### config.mk
export PLATFORM = sky130hd
export DESIGN_NAME = csr_seq
export DESIGN_NICKNAME = d
export VERILOG_FILES = /design/src/rtl/csr_seq_pkg.sv /design/src/rtl/csr_seq_rmw_alu.sv /design/src/rtl/csr_seq.sv
export SDC_FILE = /design/constraint.sdc
export NUM_CORES = 1
export LEC_CHECK = 0
export BUFFER_PORTS_ARGS = -buffer_cell sky130_fd_sc_hd__buf_2
export CAP_MARGIN = 20
export CORE_AREA = 5 5 149 151
export DETAILED_ROUTE_END_ITERATION = 12
export DIE_AREA = 0 0 154 156
export PLACE_DENSITY = 0.77
export SETUP_SLACK_MARGIN = 0.5
export SLEW_MARGIN = 10
export SYNTH_ARGS = -nofsm -noshare
export SYNTH_HDL_FRONTEND = slang
export SYNTH_SLANG_ARGS = --single-unit
### constraint.sdc
create_clock -name clk -period 9.3 [get_ports clk]
set_input_delay 0.93 -clock clk [delete_from_list [all_inputs] [get_ports clk]]
set_output_delay 0.93 -clock clk [all_outputs]
set_load 0.02 [all_outputs]
### src/rtl/csr_seq_pkg.sv
// Shared types and CSR address map for the CSR/system-instruction serializer.
// csr_index() packs the implemented machine-mode CSRs into a dense select.
package csr_seq_pkg;

    localparam int CSR_BITS  = 3;
    localparam int CSR_IDX_W = CSR_BITS + 1;

    localparam logic [CSR_IDX_W-1:0] CSR_IDX_NONE = '1;

    localparam logic [7:0] CAUSE_ILLEGAL = 8'd2;
    localparam logic [7:0] CAUSE_ECALL_M = 8'd11;

    typedef enum logic [2:0] {
        OP_CSRRW = 3'd0,
        OP_CSRRS = 3'd1,
        OP_CSRRC = 3'd2,
        OP_ECALL = 3'd3,
        OP_MRET  = 3'd4
    } csr_op_t;

    typedef enum logic [1:0] {
        SPECIAL_NONE  = 2'd0,
        SPECIAL_ECALL = 2'd1,
        SPECIAL_MRET  = 2'd2
    } csr_special_t;

    typedef enum logic [1:0] {
        ST_IDLE      = 2'd0,
        ST_WAIT_HEAD = 2'd1,
        ST_EXEC      = 2'd2,
        ST_FLUSH     = 2'd3
    } csr_seq_state_t;

    function automatic logic [CSR_IDX_W-1:0] csr_index(input logic [11:0] addr);
        case (addr)
            12'h300: return CSR_IDX_W'(0);  // mstatus
            12'h301: return CSR_IDX_W'(1);  // misa
            12'h304: return CSR_IDX_W'(2);  // mie
            12'h305: return CSR_IDX_W'(3);  // mtvec
            12'h340: return CSR_IDX_W'(4);  // mscratch
            12'h341: return CSR_IDX_W'(5);  // mepc
            12'h342: return CSR_IDX_W'(6);  // mcause
            12'h343: return CSR_IDX_W'(7);  // mtval
            12'h344: return CSR_IDX_W'(8);  // mip
            default: return CSR_IDX_NONE;
        endcase
    endfunction

    function automatic logic csr_valid_addr(input logic [11:0] addr);
        return csr_index(addr) != CSR_IDX_NONE;
    endfunction

endpackage

### src/rtl/csr_seq_rmw_alu.sv
// Read-modify-write datapath for CSRRW/CSRRS/CSRRC.
// Set/clear with a zero source performs no write.
module csr_rmw_alu
    import csr_seq_pkg::*;
(
    input  csr_op_t     op,
    input  logic [31:0] rdata,
    input  logic [31:0] src,
    output logic [31:0] wdata,
    output logic        write_en
);

    always_comb begin
        wdata    = '0;
        write_en = 1'b0;
        case (op)
            OP_CSRRW: begin
                wdata    = src;
                write_en = 1'b1;
            end
            OP_CSRRS: begin
                wdata    = rdata | src;
                write_en = (src != 32'd0);
            end
            OP_CSRRC: begin
                wdata    = rdata & ~src;
                write_en = (src != 32'd0);
            end
            default: begin
                wdata    = '0;
                write_en = 1'b0;
            end
        endcase
    end

endmodule

### src/rtl/csr_seq.sv
// Serializing controller for CSR/system instructions: waits for ROB head,
// performs the CSR access or privilege change, then flushes and redirects.
module csr_seq
    import csr_seq_pkg::*;
#(
    parameter int ROB_TAG_W = 5,
    parameter int CSR_IDX_W = csr_seq_pkg::CSR_IDX_W
) (
    input  logic                 clk,
    input  logic                 reset,
    input  logic                 req_valid,
    output logic                 req_ready,
    input  csr_op_t              req_op,
    input  logic [11:0]          req_addr,
    input  logic [31:0]          req_src,
    input  logic [ROB_TAG_W-1:0] req_tag,
    input  logic [31:0]          req_pc,
    input  logic                 rob_head_valid,
    input  logic [ROB_TAG_W-1:0] rob_head_tag,
    input  logic                 exc_valid,
    input  logic [7:0]           exc_mcause,
    input  logic [31:0]          exc_pc,
    input  logic                 kill,
    output logic [CSR_IDX_W-1:0] csr_read_select,
    output logic [CSR_IDX_W-1:0] csr_write_select,
    output logic                 valid_read,
    output logic                 valid_write,
    output logic [31:0]          csr_wdata,
    output logic [1:0]           special,
    output logic                 exception,
    output logic [7:0]           mcause,
    output logic [31:0]          mepc_wdata,
    input  logic [31:0]          csr_rdata,
    input  logic [31:0]          mepc_rdata,
    input  logic [31:0]          mtvec_rdata,
    input  logic                 illegal_access,
    output logic                 cdb_valid,
    output logic [ROB_TAG_W-1:0] cdb_tag,
    output logic [31:0]          cdb_data,
    output logic                 commit_done,
    output logic                 flush,
    output logic [31:0]          redirect_pc
);

    csr_seq_state_t state, next_state;

    csr_op_t              op_q;
    logic [11:0]          addr_q;
    logic [31:0]          src_q;
    logic [ROB_TAG_W-1:0] tag_q;
    logic [31:0]          pc_q;
    logic [31:0]          target_q;
    logic [31:0]          old_q;
    logic                 cdb_en_q;

    logic                 capture;
    logic                 load_target;
    logic [31:0]          target_d;
    logic                 cdb_en_d;
    logic                 illegal;
    logic [31:0]          alu_wdata;
    logic                 alu_we;
    logic [CSR_IDX_W-1:0] sel;

    csr_rmw_alu u_alu (
        .op       (op_q),
        .rdata    (csr_rdata),
        .src      (src_q),
        .wdata    (alu_wdata),
        .write_en (alu_we)
    );

    assign sel = CSR_IDX_W'(csr_index(addr_q));

    always_comb begin
        case (op_q)
            OP_CSRRW, OP_CSRRS, OP_CSRRC: illegal = !csr_valid_addr(addr_q) || illegal_access;
            OP_ECALL:                     illegal = 1'b0;
            OP_MRET:                      illegal = illegal_access;
            default:                      illegal = 1'b1;
        endcase
    end

    always_comb begin
        next_state       = state;
        req_ready        = 1'b0;
        capture          = 1'b0;
        load_target      = 1'b0;
        target_d         = '0;
        cdb_en_d         = 1'b0;
        csr_read_select  = '0;
        csr_write_select = '0;
        valid_read       = 1'b0;
        valid_write      = 1'b0;
        csr_wdata        = '0;
        special          = SPECIAL_NONE;
        exception        = 1'b0;
        mcause           = '0;
        mepc_wdata       = '0;
        cdb_valid        = 1'b0;
        cdb_tag          = '0;
        cdb_data         = '0;
        commit_done      = 1'b0;
        flush            = 1'b0;
        redirect_pc      = '0;

        case (state)
            ST_IDLE: begin
                // A committing exception wins the cycle; dispatch sees no ready.
                req_ready = !exc_valid;
                if (exc_valid) begin
                    exception   = 1'b1;
                    mcause      = exc_mcause;
                    mepc_wdata  = exc_pc;
                    target_d    = mtvec_rdata;
                    load_target = 1'b1;
                    next_state  = ST_FLUSH;
                end else if (req_valid) begin
                    capture    = 1'b1;
                    next_state = ST_WAIT_HEAD;
                end
            end

            ST_WAIT_HEAD: begin
                if (kill) begin
                    next_state = ST_IDLE;
                end else if (exc_valid) begin
                    exception   = 1'b1;
                    mcause      = exc_mcause;
                    mepc_wdata  = exc_pc;
                    target_d    = mtvec_rdata;
                    load_target = 1'b1;
                    next_state  = ST_FLUSH;
                end else if (rob_head_valid && rob_head_tag == tag_q) begin
                    next_state = ST_EXEC;
                end
            end

            ST_EXEC: begin
                valid_read       = 1'b1;
                csr_read_select  = sel;
                csr_write_select = sel;
                csr_wdata        = alu_wdata;
                load_target      = 1'b1;
                next_state       = ST_FLUSH;
                if (illegal) begin
                    exception  = 1'b1;
                    mcause     = CAUSE_ILLEGAL;
                    mepc_wdata = pc_q;
                    target_d   = mtvec_rdata;
                end else if (op_q == OP_ECALL) begin
                    special    = SPECIAL_ECALL;
                    exception  = 1'b1;
                    mcause     = CAUSE_ECALL_M;
                    mepc_wdata = pc_q;
                    target_d   = mtvec_rdata;
                end else if (op_q == OP_MRET) begin
                    special  = SPECIAL_MRET;
                    target_d = mepc_rdata;
                end else begin
                    valid_write = alu_we;
                    target_d    = pc_q + 32'd4;
                    cdb_en_d    = 1'b1;
                end
            end

            ST_FLUSH: begin
                flush       = 1'b1;
                commit_done = 1'b1;
                redirect_pc = target_q;
                cdb_valid   = cdb_en_q;
                cdb_tag     = cdb_en_q ? tag_q : '0;
                cdb_data    = cdb_en_q ? old_q : '0;
                next_state  = ST_IDLE;
            end

            default: next_state = ST_IDLE;
        endcase
    end

    always_ff @(posedge clk) begin
        if (reset) begin
            state    <= ST_IDLE;
            cdb_en_q <= 1'b0;
        end else begin
            state <= next_state;
            if (load_target) cdb_en_q <= cdb_en_d;
        end
    end

    // Held operands and results carry no reset; they are only observed under state.
    always_ff @(posedge clk) begin
        if (capture) begin
            op_q   <= req_op;
            addr_q <= req_addr;
            src_q  <= req_src;
            tag_q  <= req_tag;
            pc_q   <= req_pc;
        end
        if (load_target) target_q <= target_d;
        if (state == ST_EXEC) old_q <= csr_rdata;
    end

endmodule

# After elaboration in Yosys (flattened, before gate mapping)
# Cells that the tools add are included.
# W data, S select, Z words.
[classes] mux=59 bitwise_logic=3 addsub=1 n_eq_ne=20 reduce_logical=10
[ops] operator="$mux W32" count=13
[ops] operator="$pmux W32 S3" count=3
[ops] operator="$eq A12 B10 Y1 const B" count=9
[ops] operator="$pmux W4 S9" count=1
[ops] operator="$add A32 B3 Y32 const B" count=1
[ops] operator="$and A32 B32 Y32" count=1
[ops] operator="$not A32 Y32" count=1
[ops] operator="$or A32 B32 Y32" count=1
[ops] operator="$reduce_bool A32 Y1" count=1
[ops] operator="$pmux W8 S3" count=1
[ops] operator="$mux W1" count=19
[ops] operator="$mux W2" count=9
[ops] operator="$mux W4" count=4
[ops] operator="$mux W8" count=2
[ops] operator="$mux W5" count=2
[ops] operator="$pmux W1 S3" count=3
[ops] operator="$ne A4 B4 Y1 const B" count=2
[ops] operator="$pmux W2 S4" count=1
[ops] operator="$eq A3 B2 Y1 const B" count=2
[ops] operator="$eq A5 B5 Y1" count=1
[ops] operator="$eq A2 B2 Y1 const B" count=2
[ops] operator="$eq A3 B1 Y1 const B" count=1
[ops] operator="$eq A3 B3 Y1 const B" count=1
[ops] operator="$logic_not A3 Y1" count=1
[ops] operator="other kinds (10)" count=11
[word_totals] input_bits=232 word_cells=102 output_inout_bits=158 regBits=151

# Depth between registers and ports, before layout
[depth] word_depth=9 ltp_mapped=9

# Cells and area by module
# Synthesis repeated with hierarchy kept, for this count alone.
[hier_totals] cells_unflattened=763 area_unflattened_um2=8353.0
[modules_own_cells] mod="csr_seq" area_per_inst_um2=7289.5 cells_per_inst=603 seq_area_each_um2=4504.3 n_inst=1
[modules_own_cells] mod="csr_rmw_alu" area_per_inst_um2=1063.5 cells_per_inst=160 seq_area_each_um2=0.0 n_inst=1

# Worst setup path after synthesis
# No wires, ideal clock.
[synth_path] kind="in2reg" from="input port exc_valid" to="register addr_q[0] (enable)" t_arrival_ns=3.492 t_required_ns=8.849 cell_stages=2 setup_time_ns=0.451 path_buffers=0 path_slack_ns=5.356 cell_sequence="nor3_1 and2_1"
[synth_via] elab_chain_len=2
[synth_lines] item="start: declaration" line="csr_seq.sv:20" text="input logic exc_valid,"
[synth_lines] item="$mux W1" line="csr_seq.sv:111" text="if (exc_valid) begin"
[synth_lines] item="$mux W1" line="csr_seq.sv:107" text="case (state)"
[synth_lines] item="via capture" line="csr_seq.sv:56" text="logic capture;"
[synth_lines] item="end signal: assignment" line="csr_seq.sv:195" text="addr_q <= req_addr;"
[synth_lines] item="end: declaration" line="csr_seq.sv:48" text="logic [11:0] addr_q;"
# The timed path passes the listed nets, and every way through them passes these cells.
# A chain may end at the register's enable or synchronous reset.

# Worst setup path after layout
[layout_path] from="register op_q[1]" to="output port mepc_wdata[4]"
[layout_via] elab_chain_len=5 word_cells_on_any_way=10
[layout_lines] item="start: declaration" line="csr_seq.sv:47" text="csr_op_t op_q;"
[layout_lines] item="start signal: assignment" line="csr_seq.sv:194" text="op_q <= req_op;"
[layout_lines] item="$eq A3 B1 Y1 (tied with other cells)" line="csr_seq.sv:76" text="case (op_q)"
[layout_lines] item="$reduce_or A3 Y1" line="csr_seq.sv:76"
[layout_lines] item="$pmux W1 S3" line="csr_seq.sv:76"
[layout_lines] item="$mux W32 *" line="csr_seq.sv:146" text="if (illegal) begin"
[layout_lines] item="$pmux W32 S3 *" line="csr_seq.sv:107"
[layout_lines] item="end: declaration" line="csr_seq.sv:32" text="output logic [31:0] mepc_wdata,"
# Every way passes the cells marked *; elsewhere a longest branch is shown, timed or not.

==> flow_summary.json <==
{
  "syn2layout_area_growth_pct": 35.0,
  "path_class": "reg2out",
  "dieArea_um2": 24000,
  "core_area_um2": 20700,
  "grt-busiest-layer": "met2",
  "critPathArrivalTime_ns": 3.23,
  "portBuffers": 389,
  "grt_pass1_vias": 7349,
  "yosys.area_share.adder_pct": 0.282,
  "setup_violations": 0,
  "rows": 53,
  "crit_family": "compound AO/OA/AOI/OAI gates",
  "status": "completed",
  "use_met1_pct": 27.0,
  "grt_max_degree": 85,
  "synth_top_family_by_area": "simple AND/OR/NAND/NOR gates",
  "fin_nets": 1329,
  "fin_skew_ns": 0.0199,
  "synthMuxAreaShare_pct": 0,
  "grt_remaining_overflow": 0,
  "detail-route-antenna-nets": 0,
  "synthFlopType": "edfxtp_1",
  "cp_max_fo": 18,
  "setup_tns_ns": 0,
  "crit_path_cell_trace": "a21bo_2, a21oi_1, a21o_1, nor2_2, nor2_2, buf_4, a22o_1, buf_2",
  "ys_types": 62,
  "grt_pass1_wl_mm": 42.0,
  "num_vias": 7568,
  "cp-start-kind": "register",
  "syn-num-nets": 964,
  "place_ws_ns": 5.13,
  "first_pass_iters": 5,
  "power_density_nw_per_um2": 163,
  "tightest_slew_ns": 1.08,
  "drv_slew": 0,
  "hpwl_mm": 21.9,
  "synth-async-reset-ratio_pct": 0,
  "cts_max_path_buffers": 2,
  "period_share_pct": 44.8,
  "layout.cells.non_filler": 1385,
  "yosysSeqAreaShare_pct": 56.5,
  "cts_made_buffers": 17,
  "viasPerCell": 5.46,
  "worstPathRequired_ns": 8.37,
  "leakage_nw": 4.70,
  "cts_tree": "yes",
  "cts_htree_levels": 4,
  "cts_sinks": 151,
  "synth_edf_count": 148,
  "dp_cells": 1348,
  "cts_hold_buf": 0,
  "initial_core_util_pct": 38.5,
  "hold_viol_final": 0,
  "worst_slack_ns": 5.14,
  "layout_common_cells": "buf_2, edfxtp_1, a21oi_1",
  "fin_crit_ns": 4.16,
  "synth_seq_cells": 151,
  "min_path_type": "reg2reg",
  "die_w_um": 154,
  "clk_latency_ns": 0.42,
  "postSynthCellCount": 731,
  "fmax_mhz": 240,
  "antenna_found_initial": 5,
  "drive_gt1_share_pct": 40.7,
  "post_cts_buffers": 0,
  "crit_path_end_kind": "output port",
  "die_height_um": 156,
  "drv_cap": 0,
  "path_common_cell": "nor2_2",
  "drt_iter0_markers": 542,
  "root_buffer": "clkbuf_16",
  "rsz0062_at_grt": "false",
  "postSynthAreaPerCell_um2": 10.9,
  "wire_per_inst_um": 20.4,
  "gr-usage-met3_pct": 7.66,
  "synth_compound_area_share_pct": 16.6,
  "wl_mm": 28.2,
  "netlist_area_um2": 7970,
  "synthXorXnorAreaFrac_pct": 2.42,
  "drc": 0,
  "path_buf_inv": 2,
  "track_usage_pct": 22.4,
  "cts_resized": 0,
  "grt_use_met2_pct": 37.2,
  "ir_drop_uv": 114,
  "path_clk_slew_ns": 0.07,
  "io_pins": 390,
  "synthSimpleGateAreaFrac_pct": 20.8,
  "ys_warn_count": 0,
  "slew_headroom_pct": 27.7,
  "final_common_cell": "buf_2",
  "power.total_mw": 1.75,
  "place_congestion": 0.853,
  "crit_path_top_delay_cell": "nor2_2",
  "max_stage_delay_ns": 0.66
}
synth_stat cells, drive strengths merged, types with 6 or more instances:
library cell  number  area [um^2]
a21oi             72          360
a22o              37          324
a31oi             10         62.6
and2              46          288
and3              40          250
buf               15         83.8
clkbuf            43          161
edfxtp           148         4440
inv                8         30.0
nand2             32          120
nand2b             7         43.8
nand3             11         55.1
nand4             12         81.3
nor2              63          239
nor3               9         45.0
nor3b             34          260
nor4              16          113
o211ai             8         60.1
o21ai             25          125
o31ai              6         45.0
xnor2             13          114
xor2               9         78.8
registers in the layout, indices dropped and copies added (netlist names):
name	flops
old_q	32
cdb_en_q	1
tag_q	5
pc_q	32
op_q	3
src_q	32
addr_q	12
target_q	32
state	2
worst register-to-register path: stages (launching register included):
cell and delay, ns:
edfxtp_1 0.57, a21bo_2 0.26, a21oi_1 0.28, a21oi_1 0.08, buf_4 0.18, o21ai_1 0.57, buf_4 0.35, a21oi_1 0.06
nor2_1 0.16
routing by layer:
layer	vias up	share of wire [%]
met5	-	0.13
met4	6	3.5
met3	61	10
met2	450	48
met1	3522	38
li1	3529	-
final timing paths:
check | startpoint | to | slack, ns | cells after the start
worst max-delay path | op_q[1]$_DFFE_PP_ | mepc_wdata[4] | 5.14 | 8
worst min-delay path | cdb_en_q$_SDFFE_PP0P_ | cdb_en_q$_SDFFE_PP0P_ | 0.53 | 2
worst max register to register | op_q[1]$_DFFE_PP_ | target_q[15]$_DFFE_PP_ | 6.61 | 8
worst min register to register | cdb_en_q$_SDFFE_PP0P_ | cdb_en_q$_SDFFE_PP0P_ | 0.53 | 2
stage by stage:
stage | hold WS (ns) | cell area, um^2 | util (%)
4_1_cts | 0.529 | 10700 | 51.6
3_3_place_gp | 0.495 | 10100 | 48.9
3_5_place_dp | 0.514 | 10100 | 48.9
2_1_floorplan | 0.478 | 7970 | -
6_report | 0.531 | 10800 | 52.0
5_1_grt | 0.592 | 10800 | 52.0
where the power goes:
group	total [mW]	switching (mW)	internal, mW
combinational	0.250	0.149	0.101
sequential	0.827	0.0271	0.800
clock	0.675	0.300	0.375
cells by family after synthesis:
| kind of cell | Yosys count |
|---|---|
| and+or+nand+nor | 290 |
| AOI/OAI and AO/OA | 200 |
| DFF | 151 |
| buffers and inverters | 66 |
| xor gates and xnor gates | 22 |
| adders and majority gates | 2 |
area by class of cell:
cell class / count / area, um^2
fillers: 1923 / 9930
flip-flops and latches: 151 / 4500
multi-input cells: 514 / 3210
repair buffers: 404 / 2100
clock buffers: 17 / 425
well taps: 275 / 344
clock inverters: 14 / 140
inverters: 8 / 30.0
diodes: 2 / 5.00
No activity file was read; power rests on OpenSTA's default activity.
